[src/rtl/mac_tx_sink_pkg.sv]
// Shared types for the MAC transmit sink: widths, framing FSM states and the
// tagged FIFO entry carried from the framing checker to the serializer.
package mac_if_pkg;

  localparam int MOD_W          = 2;
  localparam int BYTES_PER_WORD = 4;

  typedef enum logic [1:0] {
    IDLE,
    IN_PKT,
    TRUNC
  } frame_state_e;

  typedef struct packed {
    logic [31:0]      data;
    logic             sop;
    logic             eop;
    logic [MOD_W-1:0] mod;
    logic             err;
  } fifo_entry_t;

endpackage

[src/rtl/mac_tx_sink_if.sv]
// ff_tx_* word stream between a packet producer (master) and the MAC sink (slave).
interface mac_tx_sink_if;
  import mac_if_pkg::*;

  logic [31:0]      ff_tx_data;
  logic             ff_tx_sop;
  logic             ff_tx_eop;
  logic             ff_tx_err;
  logic [MOD_W-1:0] ff_tx_mod;
  logic             ff_tx_wren;
  logic             ff_tx_rdy;

  modport master (
    output ff_tx_data, ff_tx_sop, ff_tx_eop, ff_tx_err, ff_tx_mod, ff_tx_wren,
    input  ff_tx_rdy
  );

  modport slave (
    input  ff_tx_data, ff_tx_sop, ff_tx_eop, ff_tx_err, ff_tx_mod, ff_tx_wren,
    output ff_tx_rdy
  );
endinterface

[src/rtl/mac_tx_sink_fifo.sv]
// Synchronous FIFO of tagged packet words; pointers carry a wrap bit so full
// and empty come straight from the pointer compare.
module mac_word_fifo
  import mac_if_pkg::*;
#(
  parameter int  DEPTH = 16,
  localparam int AW    = $clog2(DEPTH)
) (
  input  logic        clk,
  input  logic        reset_n,
  input  logic        push,
  input  fifo_entry_t wr_entry,
  input  logic        pop,
  output fifo_entry_t rd_entry,
  output logic        full,
  output logic        empty,
  output logic [AW:0] free
);

  fifo_entry_t mem [DEPTH];
  logic [AW:0] wr_ptr_q, rd_ptr_q, used;
  logic        do_push, do_pop;

  assign used     = wr_ptr_q - rd_ptr_q;
  assign empty    = (wr_ptr_q == rd_ptr_q);
  assign full     = (wr_ptr_q[AW] != rd_ptr_q[AW]) &&
                    (wr_ptr_q[AW-1:0] == rd_ptr_q[AW-1:0]);
  assign free     = (AW+1)'(DEPTH) - used;
  assign do_push  = push && !full;
  assign do_pop   = pop && !empty;
  assign rd_entry = mem[rd_ptr_q[AW-1:0]];

  // NOTE: storage has no reset; the pointers alone define which entries are valid.
  always_ff @(posedge clk) begin
    if (do_push) mem[wr_ptr_q[AW-1:0]] <= wr_entry;
  end

  // NOTE: non-blocking assignments so every register samples pre-edge values.
  always_ff @(posedge clk or negedge reset_n) begin
    if (!reset_n) begin
      wr_ptr_q <= '0;
      rd_ptr_q <= '0;
    end else begin
      if (do_push) wr_ptr_q <= wr_ptr_q + 1'b1;
      if (do_pop)  rd_ptr_q <= rd_ptr_q + 1'b1;
    end
  end

endmodule

[src/rtl/mac_tx_sink.sv]
// MAC transmit sink: framing check, tagged word FIFO, MSB-first byte serializer.
// Define MAC_TX_SINK_STATS_EN to build the saturating packet/error counters.
module mac_tx_sink
  import mac_if_pkg::*;
#(
  parameter int FIFO_DEPTH = 16,
  parameter int MAX_WORDS  = 512
) (
  input  logic          clk,
  input  logic          reset_n,
  mac_tx_sink_if.slave  tx,
  output logic [7:0]    out_data,
  output logic          out_valid,
  input  logic          out_ready,
  output logic          out_first,
  output logic          out_last,
  output logic          out_err,
  output logic          overflow,
  output logic          framing_err,
  output logic [15:0]   pkt_count,
  output logic [15:0]   err_count
);

  localparam int AW = $clog2(FIFO_DEPTH);
  localparam int CW = $clog2(MAX_WORDS + 1);

  frame_state_e   state_q, state_d;
  logic [CW-1:0]  cnt_q, cnt_d;
  logic           accepted, wr_en, ferr_set;
  fifo_entry_t    wr_entry, rd_entry, cur_q;
  logic           fifo_full, fifo_empty;
  logic [AW:0]    fifo_free;
  logic [AW+1:0]  free_after;
  logic           rdy_q, cur_valid_q, byte_done, word_done, load;
  logic [1:0]     byte_idx_q, last_idx, byte_sel;

  assign accepted = tx.ff_tx_wren && !fifo_full;

  // NOTE: every output of this block gets a default first, so no latches are inferred.
  always_comb begin
    state_d  = state_q;
    cnt_d    = cnt_q;
    wr_en    = 1'b0;
    ferr_set = 1'b0;
    wr_entry = '{data: tx.ff_tx_data, sop: tx.ff_tx_sop, eop: tx.ff_tx_eop,
                 mod: tx.ff_tx_mod, err: tx.ff_tx_err && tx.ff_tx_eop};
    if (accepted) begin
      case (state_q)
        IDLE: begin
          if (!tx.ff_tx_sop) begin
            ferr_set = 1'b1;
          end else begin
            wr_en = 1'b1;
            cnt_d = CW'(1);
            if (!tx.ff_tx_eop) state_d = (MAX_WORDS > 2) ? IN_PKT : TRUNC;
          end
        end
        IN_PKT: begin
          wr_en = 1'b1;
          if (tx.ff_tx_sop) begin
            // A stray sop restarts framing; the previous packet never gets out_last.
            ferr_set = 1'b1;
            cnt_d    = CW'(1);
            if (tx.ff_tx_eop) state_d = IDLE;
          end else if (tx.ff_tx_eop) begin
            state_d = IDLE;
          end else begin
            cnt_d = cnt_q + CW'(1);
            if (cnt_d == CW'(MAX_WORDS - 1)) state_d = TRUNC;
          end
        end
        TRUNC: begin
          if (tx.ff_tx_eop) begin
            wr_en        = 1'b1;
            wr_entry.err = 1'b1;
            state_d      = IDLE;
          end
        end
        default: state_d = IDLE;
      endcase
    end
  end

  assign free_after = (AW+2)'(fifo_free) - (AW+2)'(wr_en) + (AW+2)'(load);

  always_ff @(posedge clk or negedge reset_n) begin
    if (!reset_n) begin
      state_q     <= IDLE;
      cnt_q       <= '0;
      overflow    <= 1'b0;
      framing_err <= 1'b0;
      rdy_q       <= 1'b0;
    end else begin
      state_q <= state_d;
      cnt_q   <= cnt_d;
      rdy_q   <= (free_after >= (AW+2)'(2));
      if (tx.ff_tx_wren && fifo_full) overflow    <= 1'b1;
      if (ferr_set)                   framing_err <= 1'b1;
    end
  end

  assign tx.ff_tx_rdy = rdy_q;

  mac_word_fifo #(.DEPTH(FIFO_DEPTH)) u_fifo (
    .clk      (clk),
    .reset_n  (reset_n),
    .push     (wr_en),
    .wr_entry (wr_entry),
    .pop      (load),
    .rd_entry (rd_entry),
    .full     (fifo_full),
    .empty    (fifo_empty),
    .free     (fifo_free)
  );

  // The next entry is loaded on the last byte's handshake, so words stream with no bubble.
  assign last_idx  = cur_q.eop ? 2'(BYTES_PER_WORD - 1) - cur_q.mod : 2'(BYTES_PER_WORD - 1);
  assign byte_done = cur_valid_q && out_ready;
  assign word_done = byte_done && (byte_idx_q == last_idx);
  assign load      = !fifo_empty && (!cur_valid_q || word_done);

  always_ff @(posedge clk or negedge reset_n) begin
    if (!reset_n) begin
      cur_q       <= '0;
      cur_valid_q <= 1'b0;
      byte_idx_q  <= '0;
    end else if (load) begin
      cur_q       <= rd_entry;
      cur_valid_q <= 1'b1;
      byte_idx_q  <= '0;
    end else if (word_done) begin
      cur_valid_q <= 1'b0;
      byte_idx_q  <= '0;
    end else if (byte_done) begin
      byte_idx_q  <= byte_idx_q + 2'd1;
    end
  end

  assign byte_sel  = 2'(BYTES_PER_WORD - 1) - byte_idx_q;
  assign out_data  = cur_q.data[{byte_sel, 3'b000} +: 8];
  assign out_valid = cur_valid_q;
  assign out_first = cur_valid_q && cur_q.sop && (byte_idx_q == 2'd0);
  assign out_last  = cur_valid_q && cur_q.eop && (byte_idx_q == last_idx);
  assign out_err   = out_last && cur_q.err;

`ifdef MAC_TX_SINK_STATS_EN
  logic last_fire;
  assign last_fire = out_last && out_ready;

  always_ff @(posedge clk or negedge reset_n) begin
    if (!reset_n) begin
      pkt_count <= '0;
      err_count <= '0;
    end else if (last_fire) begin
      if (pkt_count != 16'hFFFF)            pkt_count <= pkt_count + 16'd1;
      if (out_err && err_count != 16'hFFFF) err_count <= err_count + 16'd1;
    end
  end
`else
  assign pkt_count = '0;
  assign err_count = '0;
`endif

endmodule

[src/flat_wrapper.sv]
// flat-port wrapper written by rule: the top's interface ports become plain ports
module mac_tx_sink_flat import mac_if_pkg::*;
#(
  parameter int FIFO_DEPTH = 16,
  parameter int MAX_WORDS  = 512
)
  (clk, reset_n, out_data, out_valid, out_ready, out_first, out_last, out_err, overflow, framing_err, pkt_count, err_count, tx_ff_tx_data, tx_ff_tx_sop, tx_ff_tx_eop, tx_ff_tx_err, tx_ff_tx_mod, tx_ff_tx_wren, tx_ff_tx_rdy);
  mac_tx_sink_if tx_i ();
  input  logic clk;
  input  logic reset_n;
  output logic [7:0] out_data;
  output logic out_valid;
  input  logic out_ready;
  output logic out_first;
  output logic out_last;
  output logic out_err;
  output logic overflow;
  output logic framing_err;
  output logic [15:0] pkt_count;
  output logic [15:0] err_count;
  input wire logic [$bits(tx_i.ff_tx_data)-1:0] tx_ff_tx_data;
  input wire logic [$bits(tx_i.ff_tx_sop)-1:0] tx_ff_tx_sop;
  input wire logic [$bits(tx_i.ff_tx_eop)-1:0] tx_ff_tx_eop;
  input wire logic [$bits(tx_i.ff_tx_err)-1:0] tx_ff_tx_err;
  input wire logic [$bits(tx_i.ff_tx_mod)-1:0] tx_ff_tx_mod;
  input wire logic [$bits(tx_i.ff_tx_wren)-1:0] tx_ff_tx_wren;
  output wire logic [$bits(tx_i.ff_tx_rdy)-1:0] tx_ff_tx_rdy;
  assign tx_i.ff_tx_data = tx_ff_tx_data;
  assign tx_i.ff_tx_sop = tx_ff_tx_sop;
  assign tx_i.ff_tx_eop = tx_ff_tx_eop;
  assign tx_i.ff_tx_err = tx_ff_tx_err;
  assign tx_i.ff_tx_mod = tx_ff_tx_mod;
  assign tx_i.ff_tx_wren = tx_ff_tx_wren;
  assign tx_ff_tx_rdy = tx_i.ff_tx_rdy;
  mac_tx_sink #(.FIFO_DEPTH(FIFO_DEPTH), .MAX_WORDS(MAX_WORDS)) u_core (.clk(clk), .reset_n(reset_n), .tx(tx_i), .out_data(out_data), .out_valid(out_valid), .out_ready(out_ready), .out_first(out_first), .out_last(out_last), .out_err(out_err), .overflow(overflow), .framing_err(framing_err), .pkt_count(pkt_count), .err_count(err_count));
endmodule
[config.mk]
export PLATFORM = sky130hd
export DESIGN_NAME = mac_tx_sink_flat
export DESIGN_NICKNAME = d
export VERILOG_FILES = /design/src/rtl/mac_tx_sink_pkg.sv /design/src/rtl/mac_tx_sink_if.sv /design/src/rtl/mac_tx_sink_fifo.sv /design/src/rtl/mac_tx_sink.sv /design/src/flat_wrapper.sv
export SDC_FILE = /design/constraint.sdc
export NUM_CORES = 1
export LEC_CHECK = 0
export ABC_AREA = 1
export BUFFER_PORTS_ARGS = -buffer_cell sky130_fd_sc_hd__buf_4
export CORE_MARGIN = 1
export CORE_UTILIZATION = 45
export CTS_CLUSTER_SIZE = 14
export DETAILED_ROUTE_END_ITERATION = 7
export SLEW_MARGIN = 20
export SYNTH_ARGS = -nofsm -noshare
export SYNTH_HDL_FRONTEND = slang
export SYNTH_SLANG_ARGS = --single-unit
export TNS_END_PERCENT = 50
[constraint.sdc]
create_clock -name clk -period 5.6 [get_ports clk]
set_clock_uncertainty 0.1 [all_clocks]
set_input_delay 0.56 -clock clk [delete_from_list [all_inputs] [get_ports clk]]
set_output_delay 0.56 -clock clk [all_outputs]
set_load 0.02 [all_outputs]
# Yosys cells after proc, flatten, opt, wreduce, memory -nomap -nowiden
# Memories as Yosys holds them, arrays and structs flattened. A register that Yosys moved wholly into a read port is not among the register bits.
# Index checks and enable logic that the tools add are counted.
# totals
ff_bits	28
latch_bits	0
ram_bits	592
rom_bits	0
in_bits	41
out_inout_bits	47
elab_cells	88
memories	1
# op_classes
n_addsub	10
n_mul	0
n_div	0
n_lt_le_gt_ge	1
n_eq_ne	11
shifts	1
n_mux	29
n_bitwise	0
reduce_logical	26
# mem_list
memory	words	word_bits	rd	rd_clocked_by_memory_dff	write_ports	line_no	rtl
u_core.u_fifo.mem	16	37	1	1	1	mac_tx_sink_fifo.sv:20	fifo_entry_t mem [DEPTH];
# ops
operator	count
indexed part select 32 x 6 -> 8 bit	1
two-way mux 10 bit	3
two-way mux 2 bit	10
one-hot mux 10 bit (2 select lines)	1
logical AND 1 bit	14
two-way mux 1 bit	12
adder 10 x 1 -> 10 bit (second input constant)	1
adder 5 x 1 -> 5 bit (second input constant)	2
== test 10 x 9 -> 1 bit (second input constant)	1
AND reduction 4 bit	2
adder 6 x 1 -> 6 bit	1
greater-or-equal comparator 6 x 2 -> 1 bit (second input constant)	1
one-hot mux 2 bit (3 select lines)	1
subtractor 5 x 1 -> 6 bit	1
== test 5 bit	1
subtractor 5 bit	1
subtractor 5 bit (first input constant)	1
== test 4 bit	1
zero test 1 bit	4
zero test 2 bit	2
!= test 2 bit (second input constant)	2
!= test 4 x 3 -> 1 bit (second input constant)	1
nonzero test 2 bit	2
subtractor 2 bit (first input constant)	2
10 further kinds	10

# Depth between registers and ports, before layout
# Gate-level depths: netlist of run 1.
# depth
depth_word	8
depth_mapped	22
mapped_depth_nobuf	19

# Cells and area by module
# A second synthesis of run 1 with hierarchy kept.
# unflattened
hier_cells	3071
area_unflattened_um2	29688.5
# modules_own_cells
mod	n_inst	cells_per_inst	area_per_inst_um2	seq_area_each_um2
mac_word_fifo	1	2647	26496.7	18027.3
mac_tx_sink	1	424	3191.8	1376.3

# Least setup slack after synthesis of run 1
# OpenSTA, ideal clock, no wires.
# synth_path
kind	register to register
from	register u_core.u_fifo.rd_ptr_q[0]
to	memory u_core.u_fifo.mem[0][0] (netlist name), enable pin
setup_time_ps	431
arrival_ps	3422
required_ps	5069
setup_slack_ps	1647
path_stages_with_launch	15
n_path_buf	3
synth_period_minus_slack_ps	3953
cell_sequence	dfrtp_1 buf_6 inv_4 buf_2 buf_2 ha_1 nand4_1 inv_1 nand2_1 nand2_2 inv_2 nand2_2 inv_2 nand2_1 nor2_1
# synth_via
elab_chain_len	8
# synth_lines
element	line_no	rtl
start: declaration	mac_tx_sink_fifo.sv:21	logic [AW:0] wr_ptr_q, rd_ptr_q, used;
start signal: assignment	mac_tx_sink_fifo.sv:45	if (do_pop) rd_ptr_q <= rd_ptr_q + 1'b1;
== test 4 bit (*)	mac_tx_sink_fifo.sv:27	(wr_ptr_q[AW-1:0] == rd_ptr_q[AW-1:0]);
logical AND 1 bit (*)	mac_tx_sink_fifo.sv:26	assign full = (wr_ptr_q[AW] != rd_ptr_q[AW]) &&
zero test 1 bit (*)	mac_tx_sink_fifo.sv:29, mac_tx_sink.sv:37	
logical AND 1 bit	mac_tx_sink.sv:37	assign accepted = tx.ff_tx_wren && !fifo_full;
two-way mux 1 bit	mac_tx_sink.sv:47	if (accepted) begin
logical AND 1 bit (*)	mac_tx_sink_fifo.sv:29	assign do_push = push && !full;
two-way mux 1 bit (*)	mac_tx_sink_fifo.sv:35	if (do_push) mem[wr_ptr_q[AW-1:0]] <= wr_entry;
two-way mux 1 bit (not written as such) (*)	mac_tx_sink_fifo.sv:35	
end: declaration	mac_tx_sink_fifo.sv:20	
# Mark *: on every way between the ends. The rest lies on a longest branch, timed or not.

# Final worst setup path of run 1
# layout_path
from	register u_core.u_fifo.rd_ptr_q[0]
to	register u_core.rdy_q, in the netlist u_core.tx.ff_tx_rdy
# layout_via
elab_chain_len	8
word_cells_on_any_way	13
classes_between	add/sub (4); order compare (1); eq/ne (2); mux (1); reduce/logical (5)
# layout_lines
element	line_no	rtl
branches (longest 6 deep; another with subtractor 5 x 1 -> 6 bit)	--	
adder 6 x 1 -> 6 bit (*)	mac_tx_sink.sv:84	assign free_after = (AW+2)'(fifo_free) - (AW+2)'(wr_en) + (AW+2)'(load);
greater-or-equal comparator 6 x 2 -> 1 bit (*)	mac_tx_sink.sv:96	rdy_q <= (free_after >= (AW+2)'(2));
end signal: assignment	mac_tx_sink.sv:96	
end: declaration	mac_tx_sink.sv:34	logic rdy_q, cur_valid_q, byte_done, word_done, load;
# Mark *: on every way between the ends.
# A chain may end at the register's enable or synchronous reset.

==> results of run 1 <==
cell usage after synthesis:
cell and instances:
edfxtp_1 592, nor2_1 396, o21ai_0 300, nand2_1 255, o22ai_1 89, nand3_1 79, dfrtp_1 65, clkbuf_1 64
o211ai_1 50, buf_2 46, buf_4 40, inv_1 39, o21ai_1 39, o221ai_1 24, ha_1 21, xor2_1 10
a21oi_1 8, buf_6 8, nand4_1 7, inv_2 4, xnor2_1 3, clkbuf_2 2, clkinv_1 2, fa_1 2
inv_4 2, nand2_2 2, a21o_1 1, a31o_2 1, and3_1 1, buf_1 1, conb_1 1, inv_6 1
nand2_4 1, nor2_2 1, nor2_4 1, nor3b_1 1, o21a_1 1, o21ai_2 1, o21bai_1 1, or2_0 1
xor2_2 1
worst reg2reg max path, cell delays in order (launching register included):
cell,delay [ps]
dfrtp_4,700
inv_8,160
ha_1,370
nand4_1,170
inv_1,130
nand2_1,70
nand2_2,120
inv_2,60
nand2_2,100
inv_2,100
ha_1,300
inv_1,40
ha_1,220
fa_1,470
a21oi_1,160
o21ai_0,120
xnor2_1,150
nand2_1,60
a21oi_1,120
nand3_1,100
path summary, 6_finish.rpt:
check	from	endpoint	slack [ps]	depth (start not counted)
max	u_core.u_fifo.rd_ptr_q[0]$_DFFE_PN0P_	u_core.tx.ff_tx_rdy$_DFF_PN0_	1640	19
max in group asynchronous	reset_n	u_core.u_fifo.rd_ptr_q[1]$_DFFE_PN0P_	4260	2
min	tx_ff_tx_wren	u_core.overflow$_DFFE_PN0P_	130	2
min reg2reg	u_core.cur_q[23]$_DFFE_PN0N_	u_core.cur_q[23]$_DFFE_PN0N_	380	2
max reg2reg	u_core.u_fifo.rd_ptr_q[0]$_DFFE_PN0P_	u_core.tx.ff_tx_rdy$_DFF_PN0_	1640	19
min in group asynchronous	reset_n	u_core.cnt_q[5]$_DFFE_PN0P_	500	2
sequential cells by signal, indices dropped and copies added (netlist names), 2 cells and up:
signal                  count
u_core.state_q              2
u_core.u_fifo.wr_ptr_q      5
u_core.u_fifo.mem         592
u_core.cnt_q               10
u_core.byte_idx_q           2
u_core.cur_q               37
u_core.u_fifo.rd_ptr_q      5
report_power, final:
| part | internal, mW | total [mW] | switching [mW] |
|---|---|---|---|
| sequential | 5.87 | 6.21 | 0.339 |
| combinational | 1.68 | 5.72 | 4.05 |
| clock | 2.67 | 4.56 | 1.89 |
through the flow:
stage	instance area (um^2)	hold WS, ps	power (mW)	utilization [%]	instances
floorplan	26880	164.4	10.08	-	2195
global placement	27840	363.2	11.90	47.26	2894
detailed placement	27840	370.1	12.00	47.26	2894
CTS	30120	87.27	16.56	51.14	3023
global route	30130	115.3	17.41	51.14	3024
finish	30130	128.2	16.49	51.14	3024
logic make-up after synthesis:
group | after synthesis
simple gates | 745
flops | 657
compound gates | 515
buf+inv | 209
fa+ha+maj | 23
xor+xnor | 14
other cells | 1
per-layer routing:
layer | GRT usage [%] | vias to the layer above
li1 | - | 7823
met1 | 32.96 | 8523
met2 | 34.27 | 597
met3 | 3.285 | 74
met4 | 6.668 | 0
met5 | 0 | -
what timing repair did:
action / in CTS / in global routing
hold buffers: 1 / 0
endpoints found under the setup margin: 0 / 0
hold endpoints to repair: 65 / 0
layout make-up:
class                           instances  share of cell area, %
Timing Repair Buffer                   88                  2.409
Multi-Input combinational cell       1329                  21.74
Sequential cell                       657                  64.44
Inverter                               48                 0.6479
Clock inverter                         38                  1.030
Tap cell                              773                  3.210
Antenna cell                            1               0.008306
Clock buffer                           90                  6.520
==> flow_summary.toml, run 1 <==
[placed_design]
place.gp.congestion = 0.8531
pre_cts_ws_ps = 1755
placement.io_buffers = 55
hpwl_um = 38090

[clock_tree]
clk_latency_ps = 620
cts_tree = "yes"
root_buffer = "clkbuf_16"
cts_setup_buffers = 0
cts_buffers = 70
clk_pin_slew_worst_paths_ps = 60
cts_resized = 0
clock_sinks = 657
ctsLongestPathBuffers = 3
cts_max_level = 3

[setup_path]
cpMostUsedCell = "ha_1"
cp.buffers_inverters = 5
cp.arrival_ps = 4330
critical_path.top_delay_family = "adder cells"
required_ps = 5970
end_kind = "flip-flop"
slowest_stage = "dfrtp_4"
cp_max_fo = 37
crit_path_start_kind = "flip-flop"
worst_path_largest_cell_delay_ps = 700
cp_cell_sequence = "inv_8, ha_1, nand4_1, inv_1, nand2_1, nand2_2, inv_2, nand2_2, inv_2, ha_1, inv_1, ha_1, fa_1, a21oi_1, o21ai_0, xnor2_1, nand2_1, a21oi_1, nand3_1"
path_class = "reg -> reg"

[finish]
areaGrowthSynthToFinish_pct = 12.55
nNetsFinal = 2258
nFillCells = 5030
final_layout_size_suffix_gt1_share_pct = 10.04
layout_commonest_cell = "edfxtp_1"
regArea_um2 = 19410
final_cell_mix = "edfxtp_1, nor2_1, o21ai_0"
multi_input_area_um2 = 6549

[drt]
wl_met2_um = 30940
drc_errors = 0
wl_met3_um = 4551
post_drt_via_cell_ratio = 5.627
wl_met1_um = 30080
drt-wirelength-per-cell_um = 22.08
final_antenna_net_count = 0
finalWirelength_um = 66780
drtIter0Drc = 1840
first_pass_iters = 5
routed.top_layer = "met4"
vias = 17020

[sta]
period_share_pct = 70.78
rsz0062_at_grt = "false"
drv_slew = 0
min_period_ps = 3964
finalHoldViolations = 0
finalSetupViolCount = 0
maxSlewHeadroom_pct = 27.68
worst_pin_slew_ps = 1083
tns_ps = 0
timing.final.ws_setup_ps = 1636
fmax_ghz = 0.2523

[floorplan]
io_pins = 88
initial_core_util_pct = 45.44
die_area_um2 = 60460
fp.dieH_um = 245.9
coreArea_um2 = 58910
die_w_um = 245.9
fp-row-count = 89

[synthesis]
synth_xor_area_share_pct = 0.4861
synth_fa_ha_area_share_pct = 1.131
synth_cell_types = 41
syn-cell-area_um2 = 26770
ys_seq_elements = 657
yosysTopAreaCell = "edfxtp_1"
syn_avg_cell_area_um2 = 12.37
yosys.area_share.simple_pct = 11.00
yosysWarnings = 0
synth_seq_area_share_pct = 72.49
synth_compound_area_share_pct = 10.90
synthMuxAreaShare_pct = 0
synth_top_family_by_area = "simple AND/OR/NAND/NOR gates"
synth_top_area_share_pct = 66.41
synth_area_leaders = "edfxtp_1, dfrtp_1, o21ai_0"
synth_cells = 2164

[global_route]
grt_max_degree = 176
grt_pass1_wl_um = 101100
grt_pass1_vias = 16290
track_usage_pct = 22.35
antenna_found_initial = 2
globalRouteOverflowTotal = 0

[power]
ir_drop_mv = 0.3470
power.density_nw_per_um2 = 547.2
leakage_nw = 10.32

[worst_hold_path]
hold_path.class = "in -> reg"

[job]
cap_violations = 0

[run_status]
status = "completed"
No activity file was read; power rests on OpenSTA's default activity.
==> run 2: changes to the inputs <==
ABC_AREA = 0   (was 1)
clock period = 3.7 ns   (was 5.6 ns; I/O delays follow)
==> run 2 against run 1 <==
  * Worst setup slack got worse by 1300 ps
  * Cell count decreased by 29%
  * Synthesized area decreased by 2.5%
  * Cell area increased by 0.23%
  * Hold slack got worse by 57 ps
  * Clock power increased by 51%
  * Non-clock buffer count increased by 50
  * Largest cell class unchanged
==> flow_summary.toml, run 2 <==
[global_route]
grt_pass1_wl_um = 86480
grt_util_met2_pct = 32.72
antenna_found_initial = 2
grt_use_met1_pct = 28.55
busiest_layer = "met2"
grt_use_met3_pct = 3.638
grt_max_degree = 152
globalRouteOverflowTotal = 0
track_usage_pct = 20.33
grt_pass1_vias = 12680

[job]
cap_violations = 0

[sta]
period_share_pct = 90.95
finalSetupViolCount = 0
finalHoldViolations = 0
worst_pin_slew_ps = 1025
maxSlewHeadroom_pct = 31.65
rsz0062_at_grt = "false"
fmax_ghz = 0.2971
drv_slew = 0
whs_ps = 71.04
min_period_ps = 3365

[setup_path]
cp.arrival_ps = 3740
worst-path-stages = 15
worst_path_largest_cell_delay_ps = 460
reg2reg_slack_ps = 330
end_kind = "flip-flop"
crit_path_start_kind = "flip-flop"
crit_path_end = "u_core.tx.ff_tx_rdy$_DFF_PN0_"
slowest_stage = "fa_1"
cpMostUsedCell = "ha_1"
cp_max_fo = 3
critical_path.top_delay_family = "adder cells"
path_class = "reg -> reg"
rr_endpoint = "u_core.tx.ff_tx_rdy$_DFF_PN0_"
startpoint = "u_core.u_fifo.rd_ptr_q[0]$_DFFE_PN0P_"
cp.buffers_inverters = 2
r2r_cells = 15
timing.rr.start = "u_core.u_fifo.rd_ptr_q[0]$_DFFE_PN0P_"
cp_cell_sequence = "inv_1, ha_1, nand4_1, o21ai_1, a21oi_2, ha_1, inv_1, ha_1, fa_1, a21oi_1, nor2_1, nor2_1, xor2_1, nand2_1, or4_1"
required_ps = 4070

[placed_design]
place.gp.congestion = 0.8096
placement.io_buffers = 55
hpwl_um = 30020
dp_cells = 1988

[synthesis]
synth_seq_area_share_pct = 74.34
syn-cell-area_um2 = 26100
synth_top_area_share_pct = 68.10
synth_most_common_cell = "edfxtp_1"
yosys_most_used_dff = "edfxtp_1"
synth_cell_types = 54
ys_async_sr_fraction_pct = 9.893
ys_seq_elements = 657
synth_commonest_cells = "edfxtp_1, mux4_2, dfrtp_1, mux2_2"
synth_cells = 1191
synth_area_leaders = "edfxtp_1, mux4_2, dfrtp_1"
yosysWarnings = 0
yosysTopAreaCell = "edfxtp_1"
syn_avg_cell_area_um2 = 21.92
synth-edff-count = 592

[drt]
drt-wirelength-per-cell_um = 26.96
post_drt_via_cell_ratio = 5.679
drtIter0Drc = 1235
vias = 12210
finalWirelength_um = 57960
final_antenna_net_count = 0
first_pass_iters = 5
drc_errors = 0

[clock_tree]
cts_buffers = 69
clk_latency_ps = 600
root_buffer = "clkbuf_16"
ctsHoldBuffers = 38
cts_tree = "yes"
cts_setup_buffers = 0
cts_resized = 0
ctsLongestPathBuffers = 3
cts_max_level = 3
clk_pin_slew_worst_paths_ps = 60
clock_sinks = 657

[floorplan]
die_w_um = 242.8
fp-row-count = 87
coreArea_um2 = 56820
initial_core_util_pct = 45.94
io_pins = 88
die_area_um2 = 58970
fp.dieH_um = 242.8

[finish]
layout_commonest_cell = "edfxtp_1"
areaGrowthSynthToFinish_pct = 15.68
final_layout_size_suffix_gt1_share_pct = 32.45
final_cell_mix = "edfxtp_1, mux4_2, buf_4"
utilization_pct = 53.14
largest_reg_flops = 592
nNetsFinal = 1405
finalNonFillerCells = 2150

[worst_hold_path]
hold_path.class = "in -> reg"
min_delay_path_depth = 1

[power]
ir_drop_mv = 1.301
leakage_nw = 9.956
power.density_nw_per_um2 = 770.9

[run_status]
status = "completed"
[run 2: cell types whose count changed in the layout (fill, tap and decap cells not counted), moves of 11 or more]
cell / delta
buf_4: +14
mux4_2: +193
o221ai_1: -24
o21ai_0: -282
dlygate4sd3_1: +37
nand3_1: -75
inv_1: -14
nor2_1: -367
o22ai_1: -87
mux2_2: +37
xnor2_1: +11
o211ai_1: -49
nand2_1: -229
o21ai_1: -38
[run 2: report_power, final]
part	switching [mW]	internal, mW
registers	0.385	8.87
clock network	2.74	4.14
logic	3.66	3.48
[run 2: logic make-up after synthesis]
family | count (synthesis) | share of synthesized area, %
flip-flops | 657 | 74.34
multiplexers | 231 | 18.29
buffers and inverters | 113 | 2.449
AND/OR/NAND/NOR | 89 | 1.639
AO/OA/AOI/OAI | 57 | 1.438
adder cells (fa/ha/maj) | 23 | 1.160
XOR/XNOR | 20 | 0.6711
other | 1 | 0.01437
[run 2: worst reg2reg max path, stage by stage (launching register included)]
cell     delay [ps]
dfrtp_4         430
inv_1            80
ha_1            310
nand4_1         150
o21ai_1         220
a21oi_2          60
ha_1            280
inv_1            40
ha_1            220
fa_1            460
a21oi_1         140
nor2_1           50
nor2_1          100
xor2_1          150
nand2_1          60
or4_1           390
[run 2: stage by stage]
| stage | setup TNS, ps | setup WS (ps) | power, mW | cell area (um^2) |
|---|---|---|---|---|
| 6_report | 0 | 334.7 | 23.28 | 30200 |
| 5_1_grt | 0 | 14.01 | 24.38 | 30200 |
| 3_3_place_gp | 0 | 308.1 | 16.54 | 27560 |
| 3_5_place_dp | 0 | 315.2 | 16.61 | 27560 |
| 2_1_floorplan | -130130 | -337.7 | 14.56 | 26240 |
| 4_1_cts | 0 | 290.9 | 23.55 | 30190 |
[run 2: how the worst min path moves through the flow]
stage	startpoint	to	slack, ps
2_1_floorplan	reset_n	u_core.byte_idx_q[0]$_DFFE_PN0P_	-30
5_1_grt	tx_ff_tx_sop	u_core.u_fifo.mem[3][4]$_DFFE_PP_	60
4_1_cts	tx_ff_tx_sop	u_core.u_fifo.mem[13][4]$_DFFE_PP_	40
6_report	tx_ff_tx_sop	u_core.u_fifo.mem[7][4]$_DFFE_PP_	70
3_5_place_dp	u_core.overflow$_DFFE_PN0P_	u_core.overflow$_DFFE_PN0P_	370
3_3_place_gp	u_core.overflow$_DFFE_PN0P_	u_core.overflow$_DFFE_PN0P_	350
[run 2: area by class of cell]
class,count,area (um^2)
Fill cell,4368,26630
Sequential cell,657,19420
Tap cell,756,945.9
Timing Repair Buffer,138,1172
Inverter,23,86.33
Antenna cell,1,2.502
Clock buffer,94,1933
Clock inverter,29,321.6
Multi-Input combinational cell,452,6319
[run 2: layer usage]
| metal | part of all wire, % | vias up |
|---|---|---|
| li1 | - | 5183 |
| met1 | 43 | 6610 |
| met2 | 50 | 344 |
| met3 | 5.7 | 70 |
| met4 | 1.8 | 2 |
| met5 | 0.019 | - |
==> run 3: changes to the inputs <==
CORE_UTILIZATION = 55   (was 45)
CTS_CLUSTER_DIAMETER = 80   (was not set)
PLACE_DENSITY = 0.72   (was not set)
SLEW_MARGIN = not set   (was 20)
==> run 3 against run 2 <==
  * The flow now finishes with violations (design-rule violations)
  * Via count down 0.46%
  * Die area shrank 18%
  * Non-clock buffer count up 3
  * Total power fell by 7.6%
  * Hold slack got worse by 20 ps
  * Flip-flop and latch count did not move
  * Core utilization increased by 9.6 points
  * Critical path type unchanged
  * Largest cell class unchanged
==> flow_summary.toml, run 3 (synthesis results as in run 2) <==
[run_status]
status = "complete, but fails checks"
violations = "design-rule violations"

[floorplan]
initial_core_util_pct = 55.95
fp.dieH_um = 219.9
coreArea_um2 = 46650
fp-row-count = 79
die_w_um = 219.9
io_pins = 88
die_area_um2 = 48330

[setup_path]
cp.arrival_ps = 3840
crit_path_start_kind = "flip-flop"
worst_path_largest_cell_delay_ps = 460
required_ps = 4070
r2r_cells = 15
rr_endpoint = "u_core.tx.ff_tx_rdy$_DFF_PN0_"
path_class = "reg -> reg"
end_kind = "flip-flop"
reg2reg_slack_ps = 230
slowest_stage = "fa_1"
timing.rr.start = "u_core.u_fifo.wr_ptr_q[1]$_DFFE_PN0P_"
cp_cell_sequence = "inv_1, ha_1, nand4_1, o21ai_2, a21oi_2, ha_1, inv_1, ha_1, fa_1, a21oi_1, nor2_1, nor2_1, xor2_1, nand2_1, or4_1"
cpMostUsedCell = "ha_1"
cp_max_fo = 4

[finish]
largest_reg_flops = 592
nNetsFinal = 1392
areaGrowthSynthToFinish_pct = 12.22
antenna_cells = 0
layout_commonest_cell = "edfxtp_1"
final_layout_size_suffix_gt1_share_pct = 30.20
final_cell_mix = "edfxtp_1, mux4_2, buf_4"
nFillCells = 3189

[drt]
drtIter0Drc = 1200
finalWirelength_um = 54630
vias = 12150
post_drt_via_cell_ratio = 6.144
final_antenna_net_count = 0
drc_errors = 21
drt-wirelength-per-cell_um = 27.62
first_pass_iters = 7

[sta]
fmax_ghz = 0.2882
rsz0062_at_grt = "false"
period_share_pct = 93.77
tns_ps = 0
min_period_ps = 3470
worst_pin_slew_ps = 1059
drv_slew = 0
finalHoldViolations = 0
maxSlewHeadroom_pct = 29.43
finalSetupViolCount = 0

[clock_tree]
cts_setup_buffers = 0
cts_tree = "yes"
ctsLongestPathBuffers = 3
clock_sinks = 657
clk_pin_slew_worst_paths_ps = 70
cts_max_level = 2
clk_latency_ps = 600
cts_buffers = 53
root_buffer = "clkbuf_16"

[global_route]
grt_pass1_vias = 12480
globalRouteOverflowTotal = 0
antenna_found_initial = 0
grt_pass1_wl_um = 81080
grt_max_degree = 152
track_usage_pct = 23.71

[placed_design]
place.gp.congestion = 0.8216
placement.io_buffers = 55
hpwl_um = 29100

[power]
power.density_nw_per_um2 = 734.2
leakage_nw = 9.595
ir_drop_mv = 0.5327
total_power_mw = 21.51

[job]
cap_violations = 0

[worst_hold_path]
min_delay_path_depth = 1
hold_path.class = "in -> reg"
min_from = "tx_ff_tx_sop"
hold_end = "u_core.u_fifo.mem[8][4]$_DFFE_PP_"
==> run 3: changes by cell type in the layout (fill, tap and decap cells not counted), moves of 3 or more <==
cell,previous run,this run
clkbuf_1,16,41
clkbuf_16,71,53
clkinv_2,10,0
clkinv_1,8,0
bufinv_16,7,0
clkbuf_8,7,0
buf_4,96,100
clkinvlp_4,3,0
==> run 3: worst max-delay path by stage <==
stage	cells after the start	startpoint	to
finish	15	u_core.u_fifo.wr_ptr_q[1]$_DFFE_PN0P_	u_core.tx.ff_tx_rdy$_DFF_PN0_
global route	15	u_core.u_fifo.wr_ptr_q[1]$_DFFE_PN0P_	u_core.tx.ff_tx_rdy$_DFF_PN0_
CTS	15	u_core.u_fifo.wr_ptr_q[1]$_DFFE_PN0P_	u_core.tx.ff_tx_rdy$_DFF_PN0_
detailed placement	15	u_core.u_fifo.wr_ptr_q[1]$_DFFE_PN0P_	u_core.tx.ff_tx_rdy$_DFF_PN0_
global placement	14	u_core.u_fifo.rd_ptr_q[1]$_DFFE_PN0P_	u_core.tx.ff_tx_rdy$_DFF_PN0_
floorplan	10	u_core.u_fifo.rd_ptr_q[0]$_DFFE_PN0P_	u_core.u_fifo.mem[11][0]$_DFFE_PP_
==> run 3: repair_timing <==
action / in CTS / in global routing
endpoints found under the hold margin: 613 / 0
resized for setup: 0 / 1
endpoints found under the setup margin: 0 / 1
hold buffers: 38 / 0
==> run 3: area by class of cell <==
class | instances | area [um^2] | share of cell area (%)
Inverter | 23 | 86.33 | 0.2947
Multi-Input combinational cell | 452 | 6322 | 21.58
Tap cell | 607 | 759.5 | 2.593
Timing Repair Buffer | 141 | 1191 | 4.066
Clock buffer | 94 | 1480 | 5.053
Clock inverter | 4 | 37.54 | 0.1281
Sequential cell | 657 | 19420 | 66.28
==> run 3: power by group <==
part,total (mW),internal [mW],switching [mW]
clock network,5.17,2.71,2.46
logic,7.06,3.49,3.58
registers,9.28,8.86,0.411
total,21.5,15.1,6.45
==> run 3: per-layer routing <==
layer / up-vias / wire length [um] / global-route usage [%]
met4: 0 / 1169 / 7.080
met1: 6470 / 22730 / 34.27
met3: 69 / 3502 / 3.202
met2: 474 / 27230 / 38.23
met5: - / 0 / 0
li1: 5140 / - / -
==> run 3: through the flow <==
step | area (um^2) | util, % | std cells | setup WS, ps | hold WS, ps
finish | 29290 | 62.79 | 1978 | 230.4 | 50.90
global route | 29290 | 62.79 | 1978 | 16.97 | 39.32
CTS | 29290 | 62.78 | 1978 | 187.6 | 16.60
floorplan | 26240 | - | 1222 | -337.7 | -25.59
global placement | 27390 | 58.71 | 1842 | 310.2 | 338.4
detailed placement | 27390 | 58.71 | 1842 | 202.0 | 357.2
==> run 3: critical path: cells and delay by family (launching register included) <==
| family | cells | cell delay [ps] |
|---|---|---|
| adders and majority gates | 4 | 1270 |
| xor gates and xnor gates | 1 | 170 |
| DFF | 1 | 400 |
| and+or+nand+nor | 5 | 810 |
| AOI/OAI and AO/OA | 3 | 440 |
| buffers and inverters | 2 | 150 |
